--- src/rtl/sipo_deser_pkg.sv ---
// Shared serial-link definitions used by the SIPO deserializer and the PISO shifter.
package sipo_deser_pkg;

    localparam int SER_WIDTH_DEFAULT = 4;

    localparam int SER_MSB_FIRST = 1;
    localparam int SER_LSB_FIRST = 0;

    typedef enum logic {
        IDLE  = 1'b0,
        SHIFT = 1'b1
    } ser_state_t;

endpackage

--- src/rtl/sipo_deser.sv ---
// Serial-in, parallel-out deserializer: collects WIDTH strobed bits into a word
// and presents it on p_out with a one-cycle p_valid pulse.
//
// state | meaning
// IDLE  | no partial word held, bit_cnt = 0
// SHIFT | partial word of 1..WIDTH-1 bits held
module sipo_deser
    import sipo_deser_pkg::*;
#(
    parameter int WIDTH     = SER_WIDTH_DEFAULT,
    parameter int MSB_FIRST = SER_MSB_FIRST
) (
    input  logic                     clk,
    input  logic                     rst,
    input  logic                     s_in,
    input  logic                     s_valid,
    input  logic                     clear,
    output logic [WIDTH-1:0]         p_out,
    output logic                     p_valid,
    output logic                     busy,
    output logic [$clog2(WIDTH)-1:0] bit_cnt
);

    localparam int CNT_W = $clog2(WIDTH);

    ser_state_t       state;
    logic [WIDTH-1:0] sreg;
    logic [WIDTH-1:0] sreg_next;

    // Shift register contents after accepting s_in, in the configured bit order.
    always_comb begin
        sreg_next = sreg;
        if (MSB_FIRST == SER_MSB_FIRST) begin
            sreg_next = {sreg[WIDTH-2:0], s_in};
        end else begin
            sreg_next = {s_in, sreg[WIDTH-1:1]};
        end
    end

    // Word-assembly FSM; clear drops the partial word but never touches p_out.
    always_ff @(posedge clk) begin
        if (rst) begin
            state   <= IDLE;
            sreg    <= '0;
            p_out   <= '0;
            p_valid <= 1'b0;
            busy    <= 1'b0;
            bit_cnt <= '0;
        end else begin
            p_valid <= 1'b0;
            if (clear) begin
                state   <= IDLE;
                sreg    <= '0;
                busy    <= 1'b0;
                bit_cnt <= '0;
            end else if (s_valid) begin
                sreg <= sreg_next;
                if (bit_cnt == CNT_W'(WIDTH - 1)) begin
                    // The completing bit is taken from sreg_next so p_out includes it.
                    p_out   <= sreg_next;
                    p_valid <= 1'b1;
                    state   <= IDLE;
                    busy    <= 1'b0;
                    bit_cnt <= '0;
                end else begin
                    state   <= SHIFT;
                    busy    <= 1'b1;
                    bit_cnt <= bit_cnt + CNT_W'(1);
                end
            end else begin
                state <= state;
            end
        end
    end

endmodule

--- config.mk ---
export PLATFORM = sky130hd
export DESIGN_NAME = sipo_deser
export DESIGN_NICKNAME = d
export VERILOG_FILES = /design/src/rtl/sipo_deser_pkg.sv /design/src/rtl/sipo_deser.sv
export SDC_FILE = /design/constraint.sdc
export NUM_CORES = 1
export LEC_CHECK = 0
export ABC_AREA = 1
export CORE_AREA = 4 4 41 43
export DETAILED_ROUTE_END_ITERATION = 8
export DIE_AREA = 0 0 45 47
export SYNTH_ARGS = -nofsm -noshare
export SYNTH_HDL_FRONTEND = slang
export SYNTH_SLANG_ARGS = --single-unit
--- constraint.sdc ---
create_clock -name clk -period 2.3 [get_ports clk]
set_input_delay 0.345 -clock clk [delete_from_list [all_inputs] [get_ports clk]]
set_output_delay 0.345 -clock clk [all_outputs]
set_load 0.02 [all_outputs]
==> results of run 1 <==
## where the power goes
group / switching, mW / internal, mW / total, mW
registers: 0.00226 / 0.193 / 0.195
logic: 0.0149 / 0.0130 / 0.0279
clock network: 0.0605 / 0.0671 / 0.128
## registers in the layout, indices dropped and copies added (netlist names)
signal   flops
bit_cnt      2
p_out        4
busy         1
p_valid      1
sreg         3
## worst register-to-register path, cell delays in order (launching register included)
cell and delay, ps:
dfxtp_1 400, ha_1 220, nand3_4 120, nand2_1 90, nand2_1 50, nor2_1 80
## through the flow
stage / std cells / hold slack [ps] / power [mW] / instance area (um2)
global route: 89 / 506 / 0.375 / 612
detailed placement: 85 / 455 / 0.228 / 586
finish: 89 / 463 / 0.351 / 612
global placement: 85 / 455 / 0.228 / 586
floorplan: 59 / 417 / 0.216 / 458
CTS: 89 / 466 / 0.359 / 612
## layer usage
| layer | wire, um | vias to the layer above | part of all wire (%) |
|---|---|---|---|
| met4 | 8 | 0 | 1.0 |
| met5 | 0 | - | 0 |
| li1 | - | 213 | - |
| met2 | 308 | 14 | 40 |
| met1 | 375 | 146 | 48 |
| met3 | 87 | 2 | 11 |
## kinds of logic (layout without fill, tap and decap cells)
logic type	Yosys count	after routing	synth area share, %
buf+inv	8	23	9.29
fa+ha+maj	2	2	5.46
compound gates	6	6	7.38
flops	11	11	48.1
simple gates	32	32	29.8
## layout make-up
cell class              instances  area, um2  area share, %
clock buffers                   4       26.3           4.29
repair buffers                 12        120           19.6
multi-input cells              40        195           31.9
inverters                       7       31.3           5.11
well taps                      15       18.8           3.07
flip-flops and latches         11        220           36.0
## how the worst max path moves through the flow
| stage | slack, ps | from | to | depth (start not counted) |
|---|---|---|---|---|
| after floorplan | 1220 | bit_cnt[0] | p_out[0] | 4 |
| after global placement | 770 | s_valid | busy | 4 |
| after detailed placement | 750 | s_valid | busy | 4 |
| after CTS | 650 | bit_cnt[0] | bit_cnt[0] | 1 |
| after global routing | 570 | bit_cnt[0] | bit_cnt[0] | 1 |
| final | 660 | bit_cnt[0] | bit_cnt[0] | 1 |
## cells in the mapped netlist (all sizes together)
| master | count | share of area, % |
|---|---|---|
| nand2 | 20 | 16 |
| dfxtp | 11 | 48 |
| nor2 | 10 | 8.2 |
| inv | 7 | 6.8 |
| a21oi | 6 | 7.4 |
| ha | 2 | 5.5 |
| buf | 1 | 2.5 |
| nand3 | 1 | 3.8 |
| or2 | 1 | 1.4 |
==> flow_summary_export.csv, run 1 <==
group,metric,value,unit
finish,n_fill_cell,141,
timing,rsz0062_at_grt,"false",
clocking,post_cts_buffers,0,
global_route,grt_usage,8.97,%
worst_setup_path,r2r_setup_slack,1290,ps
finish,antennaDiodeCount,0,
global_route,antenna_found_initial,0,
worst_setup_path,rr_startpoint,"bit_cnt[0]",
worst_setup_path,crit_chain,"clkdlybuf4s50_1",
clocking,h-tree-depth,1,
global_route,grt_pass1_vias,316,
min_path,holdPathStages,2,
timing,max_freq,0.610,GHz
place,gp_congestion,0.767,
place,io_buffers,12,
timing,tns,0,ps
timing,tightest_slew,392,ps
finish,drive_gt1_share,8.11,%
global_route,overflow,0,
timing,min_period,1640,ps
timing,finalMaxSlewViolations,0,
synthesis,synth_nets,66,
floorplanning,design.die.area,0.00212,mm2
synthesis,synth_cell_types,11,
floorplanning,rows,13,
routing,antenna_left,0,
worst_setup_path,required,1960,ps
status,status,"finished clean",
power_and_ir_drop,powerDensity,573,mW/mm2
worst_setup_path,worst-path-buf-inv,1,
clocking,ctsHoldBuffers,0,
routing,num_vias,375,
min_path,min_from,"sreg[2]",
timing,finalSetupViolations,0,
global_route,grtUsageMet3,5.75,%
floorplanning,fp.dieH,47,um
synthesis,syn_area_per_cell,7.76,um2
clocking,cts_resized,0,
clocking,cts.path.max_buffers,2,
synthesis,yosysWarnings,0,
finish,utilization,47.0,%
floorplanning,start_util,35.2,%
routing,drtIter0Drc,3,
global_route,grtUsageMet2,11.9,%
worst_setup_path,critPathTopFamily,"buffers and inverters",
finish,final_common_cell,"nand2_1",
synthesis,netlist_instances,59,
clocking,clkTransAtPathRegs,60,ps
timing,hold_viol,0,
worst_setup_path,cp-start-kind,"register",
min_path,min_to,"sreg[2]",
global_route,grt_pass1_wl,1290,um
worst_setup_path,rr_worst_depth,5,
routing,drc,0,
global_route,grt_start_max_net_pins,10,
synthesis,seq_area_frac_synth,48.1,%
worst_setup_path,crit_arrival,1300,ps
timing,skew,2.47,ps
finish,syn_to_final_growth,33.6,%
place,preCtsSetupSlack,749,ps
clocking,clock_latency,260,ps
global_route,met1_usage,11.5,%
routing,dr.pass1.iters,3,
worst_setup_path,cpPeakStageDelay,630,ps
timing,worst_slack,659,ps
finish,mostFrequentLayoutCells,"nand2_1 (20), clkdlybuf4s50_1 (12), dfxtp_1 (11), nor2_1 (10), inv_1 (6)",
synthesis,netlist_area,458,um2
routing,wirelength,779,um
floorplanning,pin_count,13,
floorplanning,coreArea,0.00130,mm2
timing,max_slew_margin,73.8,%
place,dp_hpwl,582,um
floorplanning,die_width,45,um
worst_setup_path,critPathMaxFanout,5,
clocking,cts_buffers,3,
finish,final_net_count,82,
run,drv_cap,0,
global_route,grt-busiest-layer,"met2",
power_and_ir_drop,ir_drop,0.431,mV
routing,wire_per_inst,8.75,um
clocking,cts_tree,"built",
power_and_ir_drop,p_leak,0.274,nW
clocking,ctsRootBufferMaster,"clkbuf_4",
worst_setup_path,end_kind,"output pin",
worst_setup_path,cp_slowest_cell,"clkdlybuf4s50_1",
min_path,hold_path_class,"register to register",
worst_setup_path,worstSetupPathType,"register to output pin",
routing,via_per_inst,4.21,
worst_setup_path,worstReg2RegEnd,"p_out[2]",
timing,finalCritPeriodShare,71.3,%
synthesis,synth-seq-cells,11,
clocking,numClockSinks,11,
No activity file was read; power rests on OpenSTA's default activity.
==> run 2: changes to the inputs <==
==> constraint.sdc (replaced) <==
create_clock -name clk -period 1.38 [get_ports clk]
set_input_delay 0.207 -clock clk [delete_from_list [all_inputs] [get_ports clk]]
set_output_delay 0.207 -clock clk [all_outputs]
set_load 0.02 [all_outputs]
==> flow_summary_export.csv, run 2 (synthesis results as in run 1) <==
group,metric,value,unit
clocking,cts_tree,"built",
finish,final_common_cell,"nand2_1",
timing,finalCritPeriodShare,88.8,%
floorplanning,fp.dieH,47,um
clocking,clkTransAtPathRegs,70,ps
worst_setup_path,r2r_setup_slack,360,ps
routing,wire_per_inst,9.36,um
worst_setup_path,worstSetupPathType,"register to output pin",
global_route,grt_start_max_net_pins,10,
global_route,grt_usage,10.5,%
floorplanning,die_width,45,um
global_route,antenna_found_initial,0,
clocking,cts_buffers,3,
worst_setup_path,crit_arrival,1020,ps
clocking,numClockSinks,11,
finish,biggestRegsByFlops,"p_out: 4 flops, sreg: 3 flops, bit_cnt: 2 flops",
worst_setup_path,end_kind,"output pin",
routing,dr.pass1.iters,2,
finish,regMostFlops,"p_out",
finish,antennaDiodeCount,0,
power_and_ir_drop,power.switching,0.135,mW
routing,drtIter0Drc,1,
power_and_ir_drop,swShare,22.8,%
timing,finalSetupViolations,0,
worst_setup_path,cpPeakStageDelay,400,ps
timing,finalMaxSlewViolations,0,
worst_setup_path,crit_chain,"dlygate4sd2_1",
worst_setup_path,critPathMaxFanout,5,
global_route,grt_pass1_vias,377,
finish,drive_gt1_share,10.5,%
power_and_ir_drop,pwr-share-comb,8.4,%
clocking,clock_latency,260,ps
timing,min_period,1230,ps
power_and_ir_drop,ir_drop,0.366,mV
clocking,ctsRootBufferMaster,"clkbuf_4",
timing,skew,3.19,ps
clocking,h-tree-depth,1,
global_route,overflow,0,
place,dp_hpwl,643,um
routing,num_vias,392,
timing,tightest_slew,298,ps
timing,max_freq,0.816,GHz
timing,rsz0062_at_grt,"false",
worst_setup_path,worst-path-buf-inv,1,
status,status,"finished clean",
run,drv_cap,0,
min_path,hold_path_class,"register to register",
finish,largest_reg_flops,4,
floorplanning,coreArea,0.00130,mm2
place,gp_congestion,0.698,
clocking,cts.path.max_buffers,2,
routing,drc,0,
place,io_buffers,12,
finish,final_net_count,84,
timing,tns,0,ps
global_route,grt_pass1_wl,1560,um
power_and_ir_drop,powerDensity,953,mW/mm2
routing,antenna_left,0,
floorplanning,start_util,35.2,%
timing,max_slew_margin,80.1,%
worst_setup_path,cp_slowest_cell,"dfxtp_1",
routing,wirelength,852,um
worst_setup_path,critPathTopFamily,"flip-flops",
timing,hold_viol,0,
place,dp_cells,87,
worst_setup_path,required,1170,ps
finish,syn_to_final_growth,35.5,%
power_and_ir_drop,p_leak,0.335,nW
routing,via_per_inst,4.31,
clocking,ctsHoldBuffers,0,
power_and_ir_drop,intPower,0.456,mW
worst_setup_path,cp-start-kind,"register",
floorplanning,pin_count,13,
finish,fin_cells,91,
power_and_ir_drop,seq_power_share,55.0,%
power_and_ir_drop,clock_power_share,36.6,%
floorplanning,design.die.area,0.00212,mm2
finish,mostFrequentLayoutCells,"nand2_1 (20), dfxtp_1 (11), nor2_1 (10), dlygate4sd2_1 (7), inv_1 (6)",
floorplanning,rows,13,
==> run 2: path summary, 6_finish.rpt <==
kind                     end  cells past startpoint  startpoint
setup / recovery  bit_cnt[0]                      1  bit_cnt[0]
setup reg to reg    p_out[2]                      4  bit_cnt[0]
hold reg to reg      sreg[2]                      2     sreg[2]
hold / removal       sreg[2]                      2     sreg[2]
==> run 2: cell type report <==
cell class | count | area [um2]
Fill cell | 143 | 681
Sequential cell | 11 | 220
Multi-Input combinational cell | 40 | 195
Timing Repair Buffer | 14 | 129
Inverter | 7 | 31.3
Clock buffer | 4 | 26.3
Tap cell | 15 | 18.8
==> run 2: layer usage <==
layer | global-route usage, % | wire (um)
met1 | 12.6 | 406
met2 | 15.3 | 373
met3 | 4.60 | 60
met4 | 7.02 | 12
met5 | 0 | 0
==> run 2: timing repair <==
action,CTS,global route
endpoints found under the setup margin,7,1
pin swaps,0,0
buffers inserted,0,0
hold endpoints to repair,0,0
resized for setup,7,1
==> run 2: through the flow <==
| stage | worst slack (ps) | power [mW] | hold slack, ps | utilization, % | cell area (um2) |
|---|---|---|---|---|---|
| floorplan | 303 | 0.360 | 279 | - | 458 |
| global placement | 59.4 | 0.385 | 457 | 46.2 | 601 |
| detailed placement | 55.7 | 0.385 | 456 | 46.2 | 601 |
| CTS | 4.19 | 0.604 | 469 | 47.5 | 618 |
| global route | 95.5 | 0.626 | 497 | 47.7 | 621 |
| finish | 154 | 0.591 | 464 | 47.7 | 621 |
==> run 2: power by group through the flow <==
| stage | registers (mW) | clock network (mW) | logic, mW |
|---|---|---|---|
| global route | 0.326 | 0.246 | 0.0545 |
| CTS | 0.325 | 0.229 | 0.0505 |
| floorplan | 0.336 | 0 | 0.0239 |
| detailed placement | 0.333 | 0 | 0.0522 |
| finish | 0.325 | 0.217 | 0.0494 |
| global placement | 0.333 | 0 | 0.0522 |
==> run 3: changes to the inputs <==
--- a/config.mk
+++ b/config.mk
@@ -7,8 +7,10 @@
 export LEC_CHECK = 0
 export ABC_AREA = 1
 export CORE_AREA = 4 4 41 43
+export CTS_BUF_LIST = sky130_fd_sc_hd__clkbuf_2
 export DETAILED_ROUTE_END_ITERATION = 8
 export DIE_AREA = 0 0 45 47
+export GPL_TIMING_DRIVEN = 0
 export SYNTH_ARGS = -nofsm -noshare
 export SYNTH_HDL_FRONTEND = slang
 export SYNTH_SLANG_ARGS = --single-unit
==> flow_summary_export.csv, run 3 (synthesis results as in run 1) <==
group,metric,value,unit
clocking,post_cts_buffers,0,
power_and_ir_drop,power.switching,0.135,mW
power_and_ir_drop,seq_power_share,58.8,%
worst_setup_path,crit_chain,"dlygate4sd2_1",
floorplanning,design.die.area,0.00212,mm2
finish,antennaDiodeCount,0,
global_route,grt_usage,9.46,%
clocking,clock_latency,250,ps
floorplanning,rows,13,
finish,utilization,45.9,%
timing,min_period,1230,ps
power_and_ir_drop,ir_drop,0.525,mV
routing,dr.pass1.iters,3,
global_route,grt_pass1_wl,1410,um
power_and_ir_drop,clock_power_share,33.0,%
clocking,cts_resized,8,
floorplanning,die_width,45,um
routing,antenna_left,0,
clocking,numClockSinks,11,
timing,max_slew_margin,84.6,%
finish,drive_gt1_share,10.8,%
routing,wire_per_inst,9.49,um
floorplanning,fp.dieH,47,um
global_route,grt-busiest-layer,"met2",
clocking,h-tree-depth,1,
global_route,grt_start_max_net_pins,10,
clocking,ctsRootBufferMaster,"clkbuf_2",
worst_setup_path,worstSetupPathType,"register to output pin",
worst_setup_path,crit_arrival,1020,ps
routing,wirelength,845,um
timing,rsz0062_at_grt,"false",
power_and_ir_drop,swShare,24.4,%
worst_setup_path,required,1170,ps
timing,tns,0,ps
min_path,hold_path_class,"input pin to register",
place,io_buffers,11,
worst_setup_path,critPathTopFamily,"flip-flops",
floorplanning,coreArea,0.00130,mm2
timing,max_freq,0.814,GHz
finish,final_common_cell,"nand2_1",
global_route,grtUsageMet3,5.75,%
global_route,antenna_found_initial,0,
power_and_ir_drop,intPower,0.419,mW
routing,drtIter0Drc,6,
worst_setup_path,cp-start-kind,"register",
place,gp_congestion,0.648,
finish,biggestRegsByFlops,"p_out: 4 flops, sreg: 3 flops, bit_cnt: 2 flops",
routing,drc,0,
global_route,grt_pass1_vias,333,
status,status,"finished clean",
timing,finalSetupViolations,0,
finish,mostFrequentLayoutCells,"nand2_1 (20), dfxtp_1 (11), nor2_1 (10), dlygate4sd2_1 (8), inv_1 (6)",
finish,regMostFlops,"p_out",
worst_setup_path,cpPeakStageDelay,410,ps
worst_setup_path,critPathMaxFanout,5,
floorplanning,pin_count,13,
power_and_ir_drop,p_leak,0.315,nW
power_and_ir_drop,powerDensity,928,mW/mm2
global_route,grtUsageMet2,13.0,%
power_and_ir_drop,fin_total_pwr,0.554,mW
global_route,met1_usage,12.0,%
clocking,clkTransAtPathRegs,110,ps
timing,skew,1.69,ps
finish,fin_area,597,um2
run,drv_cap,0,
clocking,cts.path.max_buffers,2,
global_route,overflow,0,
finish,syn_to_final_growth,30.3,%
floorplanning,start_util,35.2,%
routing,num_vias,376,
worst_setup_path,worst-path-buf-inv,1,
worst_setup_path,end_kind,"output pin",
clocking,ctsHoldBuffers,0,
place,dp_hpwl,609,um
timing,hold_viol,0,
timing,finalCritPeriodShare,89.0,%
finish,largest_reg_flops,4,
worst_setup_path,cp_slowest_cell,"dfxtp_1",
routing,via_per_inst,4.22,
power_and_ir_drop,pwr-share-comb,8.2,%
timing,tightest_slew,231,ps
finish,final_net_count,82,
place,dpl-instance-area,587,um2
clocking,cts_buffers,3,
timing,finalMaxSlewViolations,0,
clocking,cts_tree,"built",
## run 3: changes by cell type in the layout (fill, tap and decap cells not counted)
cell,delta
clkdlybuf4s50_1,-1
buf_6,+1
clkbuf_2,+4
buf_4,-2
clkbuf_4,-3
dlymetal6s2s_1,-1
clkbuf_1,-1
dlygate4sd2_1,+1
## run 3: layout make-up
type / count / area, um2
fill: 147 / 704
sequential: 11 / 220
multi-input combinational: 40 / 195
timing repair buffer: 11 / 100
inverter: 7 / 31.3
clock buffer: 4 / 20.0
tap: 15 / 18.8
buffer: 1 / 11.3
## run 3: worst paths after layout
kind / from / endpoint / slack [ps] / cells past startpoint
setup / recovery: bit_cnt[0] / bit_cnt[0] / 150 / 1
hold / removal: s_valid / sreg[0] / 230 / 3
setup reg to reg: bit_cnt[0] / p_out[2] / 360 / 5
hold reg to reg: sreg[2] / sreg[2] / 470 / 2
## run 3: stage by stage
stage | setup slack (ps) | hold slack (ps) | cells
after floorplan | 303 | 279 | 59
after global placement | 158 | 455 | 85
after detailed placement | 169 | 455 | 85
after CTS | 139 | 217 | 89
after global routing | 72.3 | 200 | 89
final | 151 | 227 | 89
## run 3: power by group through the flow
| stage | logic, mW | clock network [mW] | registers (mW) |
|---|---|---|---|
| floorplan | 0.0239 | 0 | 0.336 |
| global placement | 0.0478 | 0 | 0.333 |
| detailed placement | 0.0484 | 0 | 0.333 |
| CTS | 0.0466 | 0.187 | 0.325 |
| global route | 0.0496 | 0.209 | 0.326 |
| finish | 0.0456 | 0.183 | 0.325 |
## run 3: layer usage
layer | wire length, um | part of all wire [%]
met1 | 415 | 49
met2 | 341 | 40
met3 | 81 | 9.6
met4 | 6 | 0.71
met5 | 0 | 0
